[config.mk]
export PLATFORM = sky130hd
export DESIGN_NAME = return_stack_flat
export DESIGN_NICKNAME = d
export VERILOG_FILES = /design/src/rtl/return_stack_if.sv /design/src/rtl/return_stack.sv /design/src/flat_wrapper.sv
export SDC_FILE = /design/constraint.sdc
export NUM_CORES = 1
export LEC_CHECK = 0
export CAP_MARGIN = 20
export CORE_MARGIN = 2
export CORE_UTILIZATION = 40
export DETAILED_ROUTE_END_ITERATION = 10
export PLACE_DENSITY = 0.68
export REMOVE_ABC_BUFFERS = 1
export SLEW_MARGIN = 15
export SYNTH_ARGS = -nofsm -noshare
export SYNTH_HDL_FRONTEND = slang
export SYNTH_SLANG_ARGS = --single-unit
[constraint.sdc]
create_clock -name clk -period 3.5 [get_ports clk]
set_input_delay 1.05 -clock clk [delete_from_list [all_inputs] [get_ports clk]]
set_output_delay 1.05 -clock clk [all_outputs]
set_load 0.05 [all_outputs]
[src/rtl/return_stack_if.sv]
// return_stack_if: call/return port bundle between the fetch/PC logic and the return stack.
interface return_stack_if #(parameter int DEPTH = 8, parameter int AW = 12);
    logic                     push;
    logic                     pop;
    logic [AW-1:0]            push_data;
    logic [AW-1:0]            top;
    logic [$clog2(DEPTH):0]   count;
    logic                     empty;
    logic                     full;
    logic                     overflow;
    logic                     underflow;
    modport master (output push, pop, push_data, input top, count, empty, full, overflow, underflow);
    modport slave (input push, pop, push_data, output top, count, empty, full, overflow, underflow);
endinterface

[src/rtl/return_stack.sv]
// return_stack: LIFO of return addresses with zero-latency top and sticky error flags.
// Define RETURN_STACK_UNDERFLOW_DETECT_EN to latch pop-while-empty into underflow.
module return_stack #(
    parameter int DEPTH = 8,
    parameter int AW = 12
) (
    input logic clk,
    input logic rst,
    return_stack_if.slave bus
);
    localparam int IW = $clog2(DEPTH);
    logic [AW-1:0] mem [DEPTH];
    logic [IW:0] cnt;
    logic ovf;
    logic is_empty, is_full, replace, do_push, do_pop;
    logic [IW-1:0] top_idx, wr_idx;
    always_comb begin
        is_empty = cnt == '0;
        is_full = cnt == (IW + 1)'(DEPTH);
        replace = bus.push && bus.pop && !is_empty;
        do_push = bus.push && !replace && !is_full;
        do_pop = bus.pop && !bus.push && !is_empty;
        top_idx = IW'(cnt - 1'b1);
        wr_idx = replace ? top_idx : IW'(cnt);
    end
    // entries are never cleared; only count decides what is valid
    always_ff @(posedge clk)
        if (!rst && (replace || do_push)) mem[wr_idx] <= bus.push_data;
    always_ff @(posedge clk) begin
        if (rst) begin
            cnt <= '0;
            ovf <= 1'b0;
        end else begin
            cnt <= do_push ? cnt + 1'b1 : do_pop ? cnt - 1'b1 : cnt;
            ovf <= ovf | (bus.push && !bus.pop && is_full);
        end
    end
`ifdef RETURN_STACK_UNDERFLOW_DETECT_EN
    logic udf;
    always_ff @(posedge clk) begin
        if (rst) udf <= 1'b0;
        else udf <= udf | (bus.pop && !bus.push && is_empty);
    end
    assign bus.underflow = udf;
`else
    assign bus.underflow = 1'b0;
`endif
    assign bus.top = is_empty ? '0 : mem[top_idx];
    assign bus.count = cnt;
    assign bus.empty = is_empty;
    assign bus.full = is_full;
    assign bus.overflow = ovf;
endmodule

[src/flat_wrapper.sv]
// flat-port wrapper written by rule: the top's interface ports become plain ports
module return_stack_flat 
#(
    parameter int DEPTH = 8,
    parameter int AW = 12
)
  (clk, rst, bus_push, bus_pop, bus_push_data, bus_top, bus_count, bus_empty, bus_full, bus_overflow, bus_underflow);
  return_stack_if #(.DEPTH(DEPTH), .AW(AW)) bus_i ();
  input logic clk;
  input logic rst;
  input wire logic [$bits(bus_i.push)-1:0] bus_push;
  input wire logic [$bits(bus_i.pop)-1:0] bus_pop;
  input wire logic [$bits(bus_i.push_data)-1:0] bus_push_data;
  output wire logic [$bits(bus_i.top)-1:0] bus_top;
  output wire logic [$bits(bus_i.count)-1:0] bus_count;
  output wire logic [$bits(bus_i.empty)-1:0] bus_empty;
  output wire logic [$bits(bus_i.full)-1:0] bus_full;
  output wire logic [$bits(bus_i.overflow)-1:0] bus_overflow;
  output wire logic [$bits(bus_i.underflow)-1:0] bus_underflow;
  assign bus_i.push = bus_push;
  assign bus_i.pop = bus_pop;
  assign bus_i.push_data = bus_push_data;
  assign bus_top = bus_i.top;
  assign bus_count = bus_i.count;
  assign bus_empty = bus_i.empty;
  assign bus_full = bus_i.full;
  assign bus_overflow = bus_i.overflow;
  assign bus_underflow = bus_i.underflow;
  return_stack #(.DEPTH(DEPTH), .AW(AW)) u_core (.clk(clk), .rst(rst), .bus(bus_i));
endmodule
# After elaboration in Yosys (flattened, before gate mapping)

Memories as Yosys holds them, arrays and structs flattened.
Index checks and enable logic that the tools add are counted.

Word-level logic and storage cells: 31
Memories: 1
Memory bits (writable): 96
Input bits: 16
Register bits: 5
ROM bits: 0
Output and inout bits: 20
Bits in latches: 0

Memories:

| memory     | depth | bits a word | read ports | clocked after Yosys merged registers in | wr ports | RTL line           | text |
|---|---|---|---|---|---|---|---|
| u_core.mem | 8     | 12          | 1          | 0                                       | 1        | return_stack.sv:12 | `logic [AW-1:0] mem [DEPTH];` |

Muxes and demuxes: 6
Eq/ne operators: 1
$add $sub $neg: 2
Magnitude comparators: 0
Div/mod/pow operators: 0
Reduce and logical (&&, ||, !) cells: 18
Bitwise logic cells: 1
Multiply operators: 0
Shift operators: 0

Operators with widths:

| cell                | number |
|---|---|
| $mux 12             | 1 |
| $logic_and 1x1->1   | 9 |
| $mux 4              | 2 |
| $logic_not 1->1     | 6 |
| $add 4x1->4 const B | 1 |
| $eq 4x4->1 const B  | 1 |
| $logic_not 4->1     | 1 |
| $sub 4x1->4 const B | 1 |
| $mux 3              | 1 |
| $mux 1              | 2 |
| $reduce_bool 2->1   | 1 |
| $logic_or 1x1->1    | 1 |
| $or 1x1->1          | 1 |

# Longest topological paths before layout

Gate-level depths: netlist (run 1).

Depth in word-level cells: 10
Gate-level depth with buffers: 10
Gate-level depth less buffers: 7

# Least setup slack after synthesis (run 1)

Ideal clock, no wire load.

Path kind: register to output
Start point: reg u_core.cnt[0] (netlist: u_core.bus.count[0])
End point: out bus_top[10]
Setup slack: -0.344 ns
Data required time: 2.450 ns
Data arrival time: 2.794 ns
Cell stages (with the launch flop): 11
Path buffers: 5
Path through: dfxtp_1 buf_2 buf_2 inv_1 ha_1 buf_2 and3b_1 buf_4 clkbuf_1 o21ai_0 nand2_1

Cells in the longest elaborated chain, start to end: 3
Elaborated cells between the ends (all ways): 4
Those cells by class: add/sub: 1; mux: 1; reduce/logical: 1; memory: 1

RTL lines:

| what                   | RTL line           | text |
|---|---|---|
| from (decl)            | return_stack.sv:13 | `logic [IW:0] cnt;` |
| from (signal assigned) | return_stack.sv:34 | `cnt <= do_push ? cnt + 1'b1 : do_pop ? cnt - 1'b1 : cnt;` |
| $sub 4x1->4            | return_stack.sv:23 | `top_idx = IW'(cnt - 1'b1);` |
| $mem_v2 8x12           | n/a                |  |
| $mux 12 (*)            | return_stack.sv:48 | `assign bus.top = is_empty ? '0 : mem[top_idx];` |
| to (decl)              | flat_wrapper.sv:14 | `output wire logic [$bits(bus_i.top)-1:0] bus_top;` |

Every way passes the cells marked *; elsewhere a longest branch is shown, timed or not.

# Final worst setup path (run 1)

Start point: reg u_core.cnt[1] (netlist: u_core.bus.count[1])
End point: out bus_top[4]

The elaborated chain is that of the path after synthesis.

==> results of run 1 <==
==> layout make-up <==
type | count | share of cell area
inverters | 5 | 0.00364
clock inverters | 5 | 0.0160
well taps | 136 | 0.0330
multi-input cells | 128 | 0.219
repair buffers | 57 | 0.124
clock buffers | 10 | 0.0248
flip-flops and latches | 101 | 0.579
==> registers in the layout, summed over array words and instances, names as in the netlist <==
name,cells
u_core.bus.count,4
u_core.bus.overflow,1
u_core.mem,96
==> logic make-up after synthesis <==
logic type,count (synthesis),synth area share
mux,27,0.135
buf+inv,23,0.0258
other cells,1,0.000889
xor+xnor,1,0.00208
compound gates,41,0.0558
simple gates,56,0.0673
fa+ha+maj,2,0.00593
flops,101,0.707
==> cells in the final DEF, fill, tap and decap left out, types with 2 or more instances in the layout <==
cell type        count
inv_1                4
nand2_1             17
nor4_1               2
o21ai_0             19
a31oi_1              5
and2_1               2
nor3_1               2
nand3b_1             2
buf_12              13
a211oi_1             2
nor4b_1              2
clkdlybuf4s50_1     20
bufinv_16            2
inv_6                2
nand3_1              2
nor2_1              16
mux2i_1              3
dfxtp_1              4
mux4_2              24
a21oi_1              4
nor2b_1              2
ha_1                 2
buf_4               24
clkbuf_8             9
edfxtp_1            96
o21ai_1              9
==> where the power goes <==
group,internal [mW],leakage [nW],switching [mW]
Combinational,1.07,0.710,1.40
Sequential,1.43,0.908,0.0482
Clock,0.404,0.107,0.380
==> metrics by stage <==
step,utilization,cell area (um^2)
floorplan,-,4130
global placement,0.481,4940
detailed placement,0.481,4940
CTS,0.501,5150
global route,0.501,5150
finish,0.501,5150
==> synthesized netlist by cell type <==
cell type	count	area [um^2]
and3b_1	1	8.76
a21oi_1	4	20.0
o21ai_0	19	95.1
and2_1	2	12.5
clkbuf_1	5	18.8
nand3_1	2	10.0
or4_1	1	7.51
or3b_1	1	8.76
nand2b_1	1	6.26
nor4_1	2	12.5
buf_2	6	30.0
a31oi_1	5	31.3
xor2_1	1	8.76
buf_1	3	11.3
ha_1	2	25.0
nand2_1	17	63.8
edfxtp_1	96	2880
mux2i_1	3	30.0
inv_2	1	3.75
dfxtp_1	5	100
o2111ai_1	1	8.76
a211oi_4	1	20.0
and3_1	1	6.26
inv_1	4	15.0
nor2_1	16	60.1
or4_4	1	11.3
a211oi_1	2	15.0
or3_1	1	6.26
nor3b_1	1	7.51
nand3b_1	2	15.0
mux4_2	24	541
buf_4	4	30.0
o21ai_1	9	45.0
nor4b_1	2	17.5
nor2b_1	2	12.5
or2b_1	1	7.51
nor3_1	2	10.0
conb_1	1	3.75
==> worst max-delay path: cells and delay by family (launching register included) <==
| kind | cells | cell delay, ns |
|---|---|---|
| buf+inv | 3 | 0.49 |
| flops | 1 | 0.47 |
| mux | 1 | 0.34 |
| fa+ha+maj | 1 | 0.33 |
| simple gates | 1 | 0.15 |
| compound gates | 1 | 0.09 |
==> path summary, 6_finish.rpt <==
path	from	end	slack [ns]	cells after the start
max	u_core.bus.count[1]	bus_top[4]	0.20	7
min	u_core.bus.overflow	u_core.bus.overflow	0.50	2
max reg2reg	u_core.bus.count[0]	u_core.mem[1][3]	1.08	7
min reg2reg	u_core.bus.overflow	u_core.bus.overflow	0.50	2
==> metal layers <==
layer  vias to the layer above  routed length (um)
met3                         4                 511
met5                         -                   0
li1                       1085                   -
met1                      1183                3840
met4                         0                  54
met2                        74                4040
==> flow_summary.yaml, run 1 <==
cells_and_area:
  final_layout_size_suffix_gt1_frac: 0.258
  area_delta_synth_final_pct: 22.1
  final_nets: 320
  multiInputGateArea_mm2: 0.00113
  n_antenna_cell: 0
  layout.cells.non_filler: 442
  seq_area_mm2: 0.00298
  fillers: 852
worst_setup_path:
  critPathCaptureType: "primary output"
  cp-start-kind: "flop"
  arrival_ns: 2.25
  crit_type: "reg -> out"
  slowest_stage: "dfxtp_1"
  cp_common_cell: "buf_12"
  worst-path-max-fanout: 31
  path_cells: "inv_1, ha_1, buf_12, mux4_2, o21ai_0, nand2_1, buf_12"
  slowest_delay_ns: 0.47
  worstPathRequired_ns: 2.45
yosys:
  ys_ff_latch: 101
  syn_area_per_cell_um2: 16.7
  syn_inst: 252
  yosys_warnings: 0
  synth_seq_area_share: 0.707
  syn_area_mm2: 0.00422
  yosysUniqueCellTypes: 38
routing:
  remaining_drc_errors: 0
  drt_iter0_markers: 157
  drtPass1Iterations: 4
  vias_per_cell: 5.31
  ant_nets: 0
  wl_um: 8440
  vias: 2346
  detail_route.wl_per_cell_um: 19.1
placed_design:
  pre_cts_ws_ns: 0.559
  dpl.cell_count: 427
  gp_congestion: 0.766
  portBuffers: 34
  dp_hpwl_um: 5580
grt:
  grt_util_met3: 0.0395
  grt_pass1_wl_um: 13200
  antenna_found_initial: 0
  first_global_vias: 2336
  grt_util_met1: 0.232
  grt_use_total: 0.157
  grt_overflow: 0
  grt_max_degree: 35
  met2_usage: 0.238
  top_usage_layer: "met2"
clocking:
  hold_buffers: 0
  clock-root-buffer: "clkbuf_8"
  clk_pin_slew_ns: 0.10
  cts_resized: 0
  clock_sinks: 101
  cts_tree: "built"
  h-tree-depth: 3
  cts_buffer_depth: 2
  cts_made_buffers: 9
  clk_latency_ns: 0.35
  postCtsSetupRepairBufs: 0
floorplan:
  coreArea_mm2: 0.0103
  die_w_um: 107
  rows: 37
  dieArea_mm2: 0.0114
  ioPinCount: 36
  start_util: 0.411
  die_h_um: 107
sta:
  maxSlewHeadroom: 0.617
  finalCritPeriodShare: 0.944
  skew_ns: 0.0170
  fin_crit_ns: 3.30
  holdWs_ns: 0.503
  report.final.slew_viol_count: 0
  finalSetupTns_ns: 0
  rsz0062_at_grt: "false"
  worst_slew_pin_slew_ns: 0.575
  worst_slack_ns: 0.196
  setup_viol: 0
  hold_viol: 0
  max_freq_ghz: 0.303
power:
  ir_drop_mv: 0.700
  total_power_mw: 4.73
  power_density_mw_per_mm2: 918
  power.leakage_nw: 1.72
flow_run:
  maxCapViolCount: 0
outcome:
  status: "finished, final reports clean"
hold_path:
  hold_class: "reg -> reg"
No activity file was read; power rests on OpenSTA's default activity.
==> run 2: changes to the inputs <==
Settings changed: CORE_ASPECT_RATIO from default to 1.75, MAX_ROUTING_LAYER from default to met4.
==> run 2 against run 1 <==
Compared with the run above: sequential power about the same; via count increased by 1.4%; utilization increased by 0.25 points; non-clock buffer count decreased by 6; clock skew decreased by 0.010 ns; register-to-register slack got worse by 0.20 ns.
==> flow_summary.yaml, run 2 (same netlist as run 1, synthesis figures left out) <==
outcome:
  status: "finished, final reports clean"
routing:
  detail_route.wl_per_cell_um: 20.0
  vias: 2380
  remaining_drc_errors: 0
  ant_nets: 0
  drtPass1Iterations: 4
  drt_iter0_markers: 222
  vias_per_cell: 5.56
  wl_um: 8550
worst_setup_path:
  r2r_end: "u_core.mem[2][3]"
  worstPathRequired_ns: 2.45
  cp-start-kind: "flop"
  arrival_ns: 2.27
  crit_type: "reg -> out"
  r2r_setup_slack_ns: 0.88
  critPathCaptureType: "primary output"
  worstRegToRegCells: 6
  r2r-start: "u_core.bus.count[1]"
  worst-path-max-fanout: 16
clocking:
  cts_buffer_depth: 2
  cts_tree: "built"
  clock_sinks: 101
  clk_pin_slew_ns: 0.07
  cts_resized: 0
  postCtsSetupRepairBufs: 0
  clk_latency_ns: 0.34
  h-tree-depth: 3
  clock-root-buffer: "clkbuf_16"
  hold_buffers: 0
  cts_made_buffers: 9
sta:
  skew_ns: 0.00681
  finalCritPeriodShare: 0.947
  max_freq_ghz: 0.302
  fin_crit_ns: 3.32
  setup_viol: 0
  report.final.slew_viol_count: 0
  worst_slack_ns: 0.184
  worst_slew_pin_slew_ns: 0.818
  hold_viol: 0
  maxSlewHeadroom: 0.455
  holdWs_ns: 0.513
  rsz0062_at_grt: "false"
hold_path:
  hold_class: "reg -> reg"
  min_to: "u_core.bus.overflow"
  worstHoldStart: "u_core.bus.overflow"
  hold_depth: 2
flow_run:
  maxCapViolCount: 0
floorplan:
  ioPinCount: 36
  start_util: 0.410
  die_w_um: 81.6
  coreArea_mm2: 0.0103
  dieArea_mm2: 0.0114
  rows: 49
  die_h_um: 140
placed_design:
  dpl.cell_count: 412
  dp_hpwl_um: 5500
  portBuffers: 34
  gp_congestion: 0.797
  pre_cts_ws_ns: 0.324
grt:
  grt_overflow: 0
  first_global_vias: 2419
  grt_max_degree: 35
  grt_use_total: 0.169
  antenna_found_initial: 0
  grt_pass1_wl_um: 13300
power:
  power_density_mw_per_mm2: 953
  power.leakage_nw: 1.74
  ir_drop_mv: 0.531
  total_power_mw: 4.95
cells_and_area:
  area_delta_synth_final_pct: 23.0
  top_register: "u_core.mem"
  largest_reg_flops: 96
  n_antenna_cell: 0
  final_common_cell: "edfxtp_1"
  final_nets: 314
  layout.cells.non_filler: 428
  layout_common_cells: "edfxtp_1 (96), mux4_2 (24), clkdlybuf4s50_1 (20)"
  final_layout_size_suffix_gt1_frac: 0.246
[run 2: power by group]
group | internal (mW) | switching, mW | total (mW)
combinational | 1.06 | 1.37 | 2.43
sequential | 1.43 | 0.0532 | 1.48
clock | 0.622 | 0.414 | 1.04
total | 3.11 | 1.84 | 4.95
[run 2: final cells by class]
type,count,area (um^2)
flip-flops and latches,101,2980
fillers,845,5110
multi-input cells,128,1130
clock buffers,9,225
repair buffers,51,587
well taps,127,159
inverters,5,18.8
clock inverters,7,87.6
[run 2: how the worst max path moves through the flow]
stage                                   start                to  slack (ns)  cells past startpoint
after global placement               bus_push  u_core.mem[2][9]        0.42                      5
after CTS                 u_core.bus.count[1]       bus_top[11]        0.11                      7
after global routing      u_core.bus.count[1]       bus_top[11]       0.006                      6
final                     u_core.bus.count[1]       bus_top[11]        0.18                      6
after detailed placement             bus_push  u_core.mem[0][3]        0.32                      5
after floorplan           u_core.bus.count[0]        bus_top[0]       -1.20                      5
[run 2: worst max-delay path, cell delays in order, from the launching register on]
cell and delay [ns]:
dfxtp_1 0.40, inv_1 0.11, ha_1 0.19, and3b_1 0.71
o21ai_0 0.21, nand2_1 0.15, buf_12 0.14
[run 2: layer usage]
metal	vias to the layer above	track usage	share of wire
met3	10	0.0292	0.045
met2	63	0.280	0.56
met4	0	0.0833	0.024
li1	1073	-	-
met5	-	-	0
met1	1234	0.194	0.37
[run 2: per-stage QoR]
stage / TNS [ns] / util / area (um^2)
finish: 0 / 0.504 / 5190
global route: 0 / 0.504 / 5190
CTS: 0 / 0.503 / 5180
detailed placement: 0 / 0.473 / 4870
global placement: 0 / 0.473 / 4870
floorplan: -88.33 / - / 4130
